<file path="src/rtl/systolic_pkg.sv">
// Shared definitions for the systolic-array edge feeders.
//   REG_*         : shift_reg command encoding; also decoded by shift_reg itself
//   feed_state_t  : sequencer states of systolic_feed_ctrl
package systolic_pkg;

    localparam logic [1:0] REG_UPLOAD = 2'd0;   // contents held, doubles as idle
    localparam logic [1:0] REG_LOAD   = 2'd1;
    localparam logic [1:0] REG_WRITE  = 2'd2;
    localparam logic [1:0] REG_READ   = 2'd3;

    typedef enum logic [2:0] {
        IDLE,
        LOAD,
        FEED,
        DRAIN,
        DONE
    } feed_state_t;

endpackage

</file>
<file path="src/rtl/systolic_feed_ctrl_if.sv">
// Control/status bundle between a run requester and systolic_feed_ctrl.
//   start      : request a run (master -> slave)
//   passes     : feed passes per run, 0 means 1 (master -> slave)
//   ctrl_code  : per-row shift_reg command, row r at [2r+1:2r] (slave -> master)
//   feed_valid : row r data_read holds a valid word (slave -> master)
//   busy, done : run in progress / single-cycle completion pulse (slave -> master)
interface systolic_feed_ctrl_if #(
    parameter int ROWS = 4
);
    logic                start;
    logic [7:0]          passes;
    logic [2*ROWS-1:0]   ctrl_code;
    logic [ROWS-1:0]     feed_valid;
    logic                busy;
    logic                done;

    modport master (
        output start, passes,
        input  ctrl_code, feed_valid, busy, done
    );

    modport slave (
        input  start, passes,
        output ctrl_code, feed_valid, busy, done
    );
endinterface

</file>
<file path="src/rtl/systolic_feed_ctrl.sv">
// Sequencer for a bank of ROWS shift_reg instances feeding one systolic edge.
// Loads all rows in parallel, then streams LENGTH words per row with a
// diagonal skew (row r lags row 0 by r cycles), for a programmable number of
// passes, then pulses done.
//   clock   : single clock, rising edge
//   reset_n : asynchronous active-low reset
//   bus     : systolic_feed_ctrl_if.slave (start/passes in, ctrl_code,
//             feed_valid, busy, done out; all outputs registered)
//
// state | meaning
// IDLE  | all rows UPLOAD, waiting for start
// LOAD  | one cycle, all rows LOAD in parallel
// FEED  | t = 0..LENGTH+ROWS-2, row r READ while r <= t < r+LENGTH
// DRAIN | one cycle between passes, all rows UPLOAD
// DONE  | one cycle, done pulse; also settles the last pass's final word
module systolic_feed_ctrl
    import systolic_pkg::*;
#(
    parameter int ROWS   = 4,
    parameter int LENGTH = 4,
    parameter int CNT_W  = $clog2(LENGTH + ROWS)
) (
    input  logic                 clock,
    input  logic                 reset_n,
    systolic_feed_ctrl_if.slave  bus
);

    localparam logic [CNT_W-1:0] T_LAST = CNT_W'(LENGTH + ROWS - 2);

    feed_state_t      state, state_nxt;
    logic [CNT_W-1:0] t, t_nxt;
    logic [7:0]       pass_cnt, pass_cnt_nxt;
    logic [7:0]       passes_eff, passes_eff_nxt;
    logic             last_pass;

    assign last_pass = ({1'b0, pass_cnt} + 9'd1) >= {1'b0, passes_eff};

    always_ff @(posedge clock or negedge reset_n) begin
        if (!reset_n) begin
            state      <= IDLE;
            t          <= '0;
            pass_cnt   <= '0;
            passes_eff <= 8'd1;
        end else begin
            state      <= state_nxt;
            t          <= t_nxt;
            pass_cnt   <= pass_cnt_nxt;
            passes_eff <= passes_eff_nxt;
        end
    end

    // The final pass goes straight from its last FEED cycle to DONE, so the
    // DONE cycle carries that pass's last feed_valid and one-pass runs keep
    // the L+R+1 completion cycle.
    always_comb begin
        state_nxt      = state;
        t_nxt          = t;
        pass_cnt_nxt   = pass_cnt;
        passes_eff_nxt = passes_eff;
        case (state)
            IDLE: begin
                if (bus.start) begin
                    passes_eff_nxt = (bus.passes == 8'd0) ? 8'd1 : bus.passes;
                    state_nxt      = LOAD;
                end
            end
            LOAD: begin
                t_nxt        = '0;
                pass_cnt_nxt = '0;
                state_nxt    = FEED;
            end
            FEED: begin
                if (t == T_LAST) begin
                    state_nxt = last_pass ? DONE : DRAIN;
                end else begin
                    t_nxt = t + CNT_W'(1);
                end
            end
            DRAIN: begin
                pass_cnt_nxt = pass_cnt + 8'd1;
                t_nxt        = '0;
                state_nxt    = FEED;
            end
            DONE: begin
                t_nxt        = '0;
                pass_cnt_nxt = '0;
                state_nxt    = IDLE;
            end
            default: state_nxt = IDLE;
        endcase
    end

    // Outputs are registered from the next-state decode so each command is
    // on the pins in the same cycle the FSM occupies the matching state.
    always_ff @(posedge clock or negedge reset_n) begin
        if (!reset_n) begin
            bus.busy <= 1'b0;
            bus.done <= 1'b0;
        end else begin
            bus.busy <= (state_nxt != IDLE);
            bus.done <= (state_nxt == DONE);
        end
    end

    for (genvar r = 0; r < ROWS; r++) begin : g_row
        localparam logic [CNT_W:0] WIN_LO = (CNT_W+1)'(r);
        localparam logic [CNT_W:0] WIN_HI = (CNT_W+1)'(r + LENGTH);

        logic       read_win;
        logic [1:0] code_nxt;
        logic [1:0] code_q;
        logic       valid_q;

        assign read_win = (state_nxt == FEED)
                        && ({1'b0, t_nxt} >= WIN_LO)
                        && ({1'b0, t_nxt} <  WIN_HI);

        always_comb begin
            code_nxt = REG_UPLOAD;
            if (state_nxt == LOAD) begin
                code_nxt = REG_LOAD;
            end else if (read_win) begin
                code_nxt = REG_READ;
            end
        end

        // feed_valid trails the READ command by one cycle, matching the
        // registered data_read of shift_reg.
        always_ff @(posedge clock or negedge reset_n) begin
            if (!reset_n) begin
                code_q  <= REG_UPLOAD;
                valid_q <= 1'b0;
            end else begin
                code_q  <= code_nxt;
                valid_q <= (code_q == REG_READ);
            end
        end

        assign bus.ctrl_code[2*r +: 2] = code_q;
        assign bus.feed_valid[r]       = valid_q;
    end

endmodule
</file>
<file path="src/flat_wrapper.sv">
// flat-port wrapper written by rule: the top's interface ports become plain ports
module systolic_feed_ctrl_flat import systolic_pkg::*;
#(
    parameter int ROWS   = 4,
    parameter int LENGTH = 4,
    parameter int CNT_W  = $clog2(LENGTH + ROWS)
)
  (clock, reset_n, bus_start, bus_passes, bus_ctrl_code, bus_feed_valid, bus_busy, bus_done);
  systolic_feed_ctrl_if #(.ROWS(ROWS)) bus_i ();
  input  logic clock;
  input  logic reset_n;
  input wire logic [$bits(bus_i.start)-1:0] bus_start;
  input wire logic [$bits(bus_i.passes)-1:0] bus_passes;
  output wire logic [$bits(bus_i.ctrl_code)-1:0] bus_ctrl_code;
  output wire logic [$bits(bus_i.feed_valid)-1:0] bus_feed_valid;
  output wire logic [$bits(bus_i.busy)-1:0] bus_busy;
  output wire logic [$bits(bus_i.done)-1:0] bus_done;
  assign bus_i.start = bus_start;
  assign bus_i.passes = bus_passes;
  assign bus_ctrl_code = bus_i.ctrl_code;
  assign bus_feed_valid = bus_i.feed_valid;
  assign bus_busy = bus_i.busy;
  assign bus_done = bus_i.done;
  systolic_feed_ctrl #(.ROWS(ROWS), .LENGTH(LENGTH), .CNT_W(CNT_W)) u_core (.clock(clock), .reset_n(reset_n), .bus(bus_i));
endmodule
</file>
<file path="config.mk">
export PLATFORM = sky130hd
export DESIGN_NAME = systolic_feed_ctrl_flat
export DESIGN_NICKNAME = d
export VERILOG_FILES = /design/src/rtl/systolic_pkg.sv /design/src/rtl/systolic_feed_ctrl_if.sv /design/src/rtl/systolic_feed_ctrl.sv /design/src/flat_wrapper.sv
export SDC_FILE = /design/constraint.sdc
export NUM_CORES = 1
export LEC_CHECK = 0
export ABC_AREA = 0
export CAP_MARGIN = 10
export CORE_ASPECT_RATIO = 2
export CORE_MARGIN = 5
export CORE_UTILIZATION = 37
export DETAILED_ROUTE_END_ITERATION = 6
export MAX_ROUTING_LAYER = met4
export SLEW_MARGIN = 20
export SYNTH_ARGS = -nofsm -noshare
export SYNTH_HDL_FRONTEND = slang
export SYNTH_SLANG_ARGS = --single-unit
export TNS_END_PERCENT = 10
</file>
<file path="constraint.sdc">
create_clock -name clock -period 3.6 [get_ports clock]
set_input_delay 0.72 -clock clock [delete_from_list [all_inputs] [get_ports clock]]
set_output_delay 0.72 -clock clock [all_outputs]
set_load 0.02 [all_outputs]
</file>
==> impl_results.md, run 1 <==
- Result of the run: finished clean
- GR Overflow Total: 0
- Critical path class: register to register
- Worst slew margin relative to its limit: 0.470
- P_leak: approximately 0.97 nW
- Hold Vio Cnt, Final: 0
- Final weighted congestion in routability-driven placement: 0.876
- GR Layer Usage met2: 0.225
- Top delay family on crit path: compound AO/OA/AOI/OAI gates
- Initial core utilization: 0.375
- Dominant synthesized flop cell: sky130_fd_sc_hd__dfrtp_1
- Top achievable clock speed: between 0.4 and 0.5 GHz
- CP Cell Sequence: ha_1 -> nand3_1 -> xnor2_1 -> ha_1 -> a21oi_1 -> o21ai_0 -> a221oi_2 -> o31ai_1 -> a311oi_2
- Number of buffers inserted by port buffering: 24
- Cell area after placement: 2070 um2
- Post_cts resized: 0
- Post-route minimum period: 2.43 ns
- Number of antenna violations at the first check in global routing: 0
- Max incr delay on CP: 0.44 ns
- Detailed-route vias per instance: 5.01
- GR Util All Layers: 0.132
- Buf+Inv Stages, Crit Path: 0
- Met3 Resource Use GR: 0.0201
- Deepest clock path buffer count: 2
- Core area: about 4800 um2
- Sum of negative setup slack: 0 ns
- Wire length per cell after detailed routing: approximately 14 um
- Met1 Track Usage GR: 0.136
- Number of flops mapped to enable cells by yosys: 0
- RSZ-0062 raised after global routing: no
- DRC marker count from the first detailed-route iteration: 32
- Global routing's busiest layer: met2
- Kind of path behind the tightest hold check: register to register
- IO Count: 25
- Synth area leader: sky130_fd_sc_hd__dfrtp_1
- Ys Warns: 0
- Count of antenna diodes in the layout: 0
- Number of vias after detailed routing: between 1000 and 1500
- Number of different library cells in the post-synthesis netlist: 35
- Commonest non-fill, non-tap cell in the layout: sky130_fd_sc_hd__dfrtp_1
- Finished Cell Area: 2170 um2
- TritonCTS Sinks: 36
- DRC violation count after routing: 0
- Post-CTS setup repair buffer count: 0
- Buffer type at the clock tree root: sky130_fd_sc_hd__clkbuf_8
- Clock insertion delay at the later pin of the skew report: 0.28 ns
- Share of flip-flops with an asynchronous set or reset after synthesis: 1.00
- Synth top area cells: sky130_fd_sc_hd__dfrtp_1, sky130_fd_sc_hd__ha_1, sky130_fd_sc_hd__o21ai_0, sky130_fd_sc_hd__nand2_1, sky130_fd_sc_hd__xnor2_1
- Required time of the worst setup path: approximately 3.8 ns
- Via count of the first global-routing pass: 1336
- Worst slack after detailed placement: 1.18 ns
- Layout Cells excl Fill: 257
- DRT antenna net count: 0
- Cell Area, Synth: 1810 um2
- Critical Path Fanout Max: 7
- Hold-fix buffers at CTS: 0
- Standard cell with the maximum stage delay on the critical path: sky130_fd_sc_hd__dfrtp_1
- Mean area per synthesized cell: 10.3 um2
- Number of optimization iterations in the first detailed-route pass: 4
- Portion of synthesized cell area occupied by the leading cell type: 0.485
- Most frequent cells in the layout: sky130_fd_sc_hd__dfrtp_1, sky130_fd_sc_hd__clkdlybuf4s50_1, sky130_fd_sc_hd__o21ai_0
- Register bit total from synthesis: 36
- Detailed Route WL: 3580 um
- Fraction of layout cells with a size suffix above 1: 0.0850
- Cell count after placement: 249
- Critical path capture point type: register
- Final worst path period share: 0.676
- First-pass GRT wire length: 6210 um
- Number of H-tree levels: 2
- Fraction of the yosys area taken by sequential cells: 0.499
- Overall die width: about 60 um
- Worst hold slack: around 0.48 ns
- Max-capacitance violation count: 0
- Number of standard cells after synthesis: 175
- Power consumption: 0.734 mW
- Half-perimeter wire length of the detailed placement result: roughly 2800 um
- Setup ws final: 1.17 ns
- Final count of negative-setup-slack endpoints: 0
- Die Outline Area: about 6500 um2
- Measured slew at the worst slew-check pin: 0.795 ns
- Peak supply drop: 188 uV
- Power density over cell area: ~340 nW/um2
- Pin count of the biggest net entering global routing: 37
- Clock buffer count from CTS: 5
- Cell occurring most often along the worst timing path: sky130_fd_sc_hd__ha_1
- Fillers: 453
- Post-Route Utilization: 0.450
- Slew Viols, Final: 0
- Net total in the final layout: around 220
- TritonCTS clock tree: done
- Vertical die dimension: 109 um
- Post-synthesis to final-layout area growth: 20.1%
- Setup skew after layout: 0.00472 ns
- Core Rows: 36
- Critical path arrival: between 2 and 3 ns
- Kind of start point of the critical path: register
- Clock-pin slew reported for the worst setup and hold paths after clock tree synthesis: 0.07 ns
- Post-Synthesis Net Count: 197
[layout make-up]
| class | instances | area (um2) | area share |
|---|---|---|---|
| tap | 57 | 71.3 | 0.0329 |
| clock buffer | 8 | 100 | 0.0461 |
| multi-input combinational | 121 | 820 | 0.378 |
| sequential | 36 | 902 | 0.416 |
| inverter | 11 | 41.3 | 0.0190 |
| timing repair buffer | 24 | 235 | 0.108 |
[state kept, by name (all words and copies together), names as in the netlist]
register and count:
u_core.bus.busy 1, u_core.bus.done 1, u_core.g_row.code_q 8, u_core.g_row.valid_q 4, u_core.pass_cnt 8, u_core.passes_eff 8
u_core.state 3, u_core.t 3
[worst reg2reg max path: stages (launching register included)]
cell and delay [ns]:
sky130_fd_sc_hd__dfrtp_1 0.44, sky130_fd_sc_hd__ha_1 0.32, sky130_fd_sc_hd__nand3_1 0.16, sky130_fd_sc_hd__xnor2_1 0.16
sky130_fd_sc_hd__ha_1 0.29, sky130_fd_sc_hd__a21oi_1 0.15, sky130_fd_sc_hd__o21ai_0 0.11, sky130_fd_sc_hd__a221oi_2 0.27
sky130_fd_sc_hd__o31ai_1 0.16, sky130_fd_sc_hd__a311oi_2 0.29
[synth_stat cells (all sizes together) (2+ instances only)]
library cell / number
xor2: 3
xnor2: 6
a21boi: 2
nand2: 17
nand2b: 2
o31ai: 3
nand3: 9
and3: 4
a21oi: 7
buf: 6
ha: 11
nor3: 3
nor2b: 4
and2: 6
o21ai: 21
nor2: 10
inv: 11
dfrtp: 35
a32o: 4
[kinds of logic (layout without fill, tap and decap cells)]
kind of cell,Yosys count,count (layout),share of synthesized area
AO/OA/AOI/OAI,42,42,0.157
XOR/XNOR,9,9,0.0436
adder cells (fa/ha/maj),11,11,0.0762
buffers and inverters,18,43,0.0471
flip-flops,36,36,0.499
multiplexers,1,1,0.00554
AND/OR/NAND/NOR,58,58,0.172
[report_power, final]
part,switching [mW],leakage [nW],internal (mW)
clock network,0.135,0.0515,0.175
logic,0.0108,0.485,0.00952
registers,0,0.434,0.404
[layer usage]
metal  share of wire  routed length, um  up-vias
met1            0.38               1380      608
met5               0                  0        -
met3           0.033                118        8
met4           0.035                127        0
li1                -                  -      652
met2            0.55               1960       20
[final timing paths]
check                                           from                   endpoint  slack [ns]  depth (start not counted)
setup / recovery                  u_core.pass_cnt[0]            u_core.state[1]        1.17                          9
hold / removal             u_core.g_row[1].code_q[1]    u_core.g_row[1].valid_q        0.48                          1
setup reg to reg                  u_core.pass_cnt[0]            u_core.state[1]        1.17                          9
hold reg to reg            u_core.g_row[1].code_q[1]    u_core.g_row[1].valid_q        0.48                          1
max in group asynchronous                    reset_n       u_core.passes_eff[7]        2.57                          1
min in group asynchronous                    reset_n  u_core.g_row[2].code_q[1]        0.52                          1
(Power assumes the default switching activity.)
==> run 2: changes to the inputs <==
- clock period: 3.6 -> 2.5 ns (I/O delays scaled with it)
==> run 2 against run 1 <==
Effect of this change: highest routed layer unchanged; global-route usage increased by 0.79 points; combinational power increased by 44%; clock power increased by 61%; non-clock buffer count increased by 2; worst hold slack got worse by 0.19 ns; core utilization increased by 0.49 points; critical endpoint unchanged; critical path type unchanged; via count increased by 4.3%; clock-buffer cell count decreased by 2; clock skew increased by 0.0028 ns.
==> impl_results.md, run 2 (synthesis results as in run 1) <==
- Result of the run: finished clean
- Critical path class: register to register
- Global routing's busiest layer: met2
- Final count of negative-setup-slack endpoints: 0 (unchanged)
- DRC violation count after routing: 0 (unchanged)
- Clock-pin slew reported for the worst setup and hold paths after clock tree synthesis: 0.07 ns (about the same)
- Setup skew after layout: 0.00752 ns (+0.00280 ns)
- Finished Cell Area: 2190 um2 (+1.1%)
- Post-route minimum period: 2.33 ns (-0.109 ns)
- Critical Path Fanout Max: 5 (-2)
- Core area: 4820 um2 (unchanged)
- Initial core utilization: 0.375 (unchanged)
- First-pass GRT wire length: 6510 um (+4.8%)
- GR Util All Layers: 0.140 (+0.00786)
- Fraction of layout cells with a size suffix above 1: 0.0990 (+0.0140)
- Power density over cell area: 506 nW/um2 (+49%)
- Peak supply drop: 519 uV (+180%)
- Final worst path period share: 0.930 (+0.254)
- Measured slew at the worst slew-check pin: 0.795 ns (+0.0000986 ns)
- Number of buffers inserted by port buffering: 24 (unchanged)
- Number of optimization iterations in the first detailed-route pass: 4 (unchanged)
- Via count of the first global-routing pass: 1348 (+0.90%)
- Number of H-tree levels: 2 (unchanged)
- Net total in the final layout: 223 (+0.90%)
- DRC marker count from the first detailed-route iteration: 64 (+100%)
- Kind of start point of the critical path: register
- Worst slack after detailed placement: 0.150 ns (-1.03 ns)
- Layout Cells excl Fill: 259 (+0.78%)
- Number of antenna violations at the first check in global routing: 0 (unchanged)
- Overall die width: 59.4 um (unchanged)
- Met3 Resource Use GR: 0.0249 (+0.00474)
- Clock buffer count from CTS: 5 (unchanged)
- Slew Viols, Final: 0 (unchanged)
- Power consumption: 1.11 mW (+51%)
- Post-CTS setup repair buffer count: 0 (unchanged)
- Kind of path behind the tightest hold check: primary input to asynchronous set/reset pin
- Required time of the worst setup path: 2.70 ns (-1.09 ns)
- Wire length per cell after detailed routing: 14.4 um (+3.3%)
- Die Outline Area: 6470 um2 (unchanged)
- Cell area after placement: 2080 um2 (+0.73%)
- Worst hold slack: 0.291 ns (-0.194 ns)
- RSZ-0062 raised after global routing: no
- Deepest clock path buffer count: 2 (unchanged)
- Pin count of the biggest net entering global routing: 37 (unchanged)
- Sum of negative setup slack: 0 ns (unchanged)
- Clock insertion delay at the later pin of the skew report: 0.29 ns (about the same)
- Commonest non-fill, non-tap cell in the layout: sky130_fd_sc_hd__dfrtp_1
- Detailed Route WL: 3730 um (+4.1%)
- TritonCTS Sinks: 36 (unchanged)
- Post-Route Utilization: 0.455 (+0.00493)
- Core Rows: 36 (unchanged)
- GR Overflow Total: 0 (unchanged)
- Detailed-route vias per instance: 5.19 (+3.5%)
- P_leak: 0.982 nW (+1.2%)
- Setup ws final: 0.174 ns (-0.991 ns)
- Top flop regs: u_core.g_row.code_q x8, u_core.pass_cnt x8, u_core.passes_eff x8
- IO Count: 25 (unchanged)
- Half-perimeter wire length of the detailed placement result: 2870 um (+3.6%)
- Buffer type at the clock tree root: sky130_fd_sc_hd__clkbuf_8
- Worst slew margin relative to its limit: 0.470 (about the same)
- Cell count after placement: 251 (+0.80%)
- Critical path capture point type: register
- Hold-fix buffers at CTS: 0 (unchanged)
- Count of antenna diodes in the layout: 0 (unchanged)
- GR Layer Usage met2: 0.243 (+0.0180)
- Post-synthesis to final-layout area growth: 21.4%
- DRT antenna net count: 0 (unchanged)
- Max-capacitance violation count: 0 (unchanged)
- Post_cts resized: 0 (unchanged)
- Vertical die dimension: 109 um (unchanged)
- TritonCTS clock tree: done
- Fillers: 464 (+2.4%)
- Final weighted congestion in routability-driven placement: 0.844 (-3.6%)
- Hold Vio Cnt, Final: 0 (unchanged)
- Most frequent cells in the layout: sky130_fd_sc_hd__dfrtp_1, sky130_fd_sc_hd__clkdlybuf4s50_1, sky130_fd_sc_hd__o21ai_0
- Number of vias after detailed routing: 1343 (+4.3%)
- Met1 Track Usage GR: 0.140 (+0.00450)
- Top achievable clock speed: 0.430 GHz (+4.7%)
- Critical path arrival: 2.53 ns (-0.10 ns)
## run 2: cell types whose count changed in the layout (fill, tap and decap cells not counted), sizes merged
cell / delta
clkbuf: -2
buf: +2
bufinv: +1
clkinv: +1
## run 2: where the power goes
part           leakage (nW)  switching [mW]  internal (mW)  total [mW]
Combinational         0.494          0.0157         0.0137      0.0294
Clock                0.0552           0.202          0.296       0.498
Sequential            0.432               0          0.582       0.582
Total                 0.982           0.217          0.892        1.11
## run 2: critical path, stage by stage, from the launching register on
cell and delay, ns:
sky130_fd_sc_hd__dfrtp_1 0.43, sky130_fd_sc_hd__ha_1 0.23, sky130_fd_sc_hd__nand3_1 0.14, sky130_fd_sc_hd__xnor2_1 0.16, sky130_fd_sc_hd__ha_1 0.29, sky130_fd_sc_hd__a21oi_1 0.15
sky130_fd_sc_hd__o21ai_0 0.13, sky130_fd_sc_hd__a221oi_2 0.27, sky130_fd_sc_hd__o31ai_1 0.16, sky130_fd_sc_hd__a311oi_2 0.28
## run 2: final cells by class
class / instances / area, um2 / area share
tap: 57 / 71.3 / 0.0325
timing repair buffer: 26 / 250 / 0.114
sequential: 36 / 903 / 0.412
multi-input combinational: 121 / 820 / 0.374
inverter: 11 / 41.3 / 0.0188
clock inverter: 2 / 35.0 / 0.0160
clock buffer: 6 / 72.6 / 0.0331
## run 2: metal layers
metal	part of all wire	vias to the layer above	wire length, um
met5	0	-	0
met4	0.035	0	129
met3	0.041	10	152
met2	0.54	27	2030
met1	0.38	646	1420
li1	-	660	-
## run 2: path summary, 6_finish.rpt
path | to | slack, ns | start | cells past startpoint
min in group clock | u_core.passes_eff[0] | 0.49 | u_core.passes_eff[0] | 2
max in group asynchronous | u_core.pass_cnt[0] | 1.65 | reset_n | 1
worst max register to register | u_core.state[1] | 0.17 | u_core.pass_cnt[1] | 9
worst min-delay path | u_core.g_row[2].code_q[1] | 0.29 | reset_n | 1
worst min register to register | u_core.passes_eff[0] | 0.49 | u_core.passes_eff[0] | 2
worst max-delay path | u_core.state[1] | 0.17 | u_core.pass_cnt[1] | 9
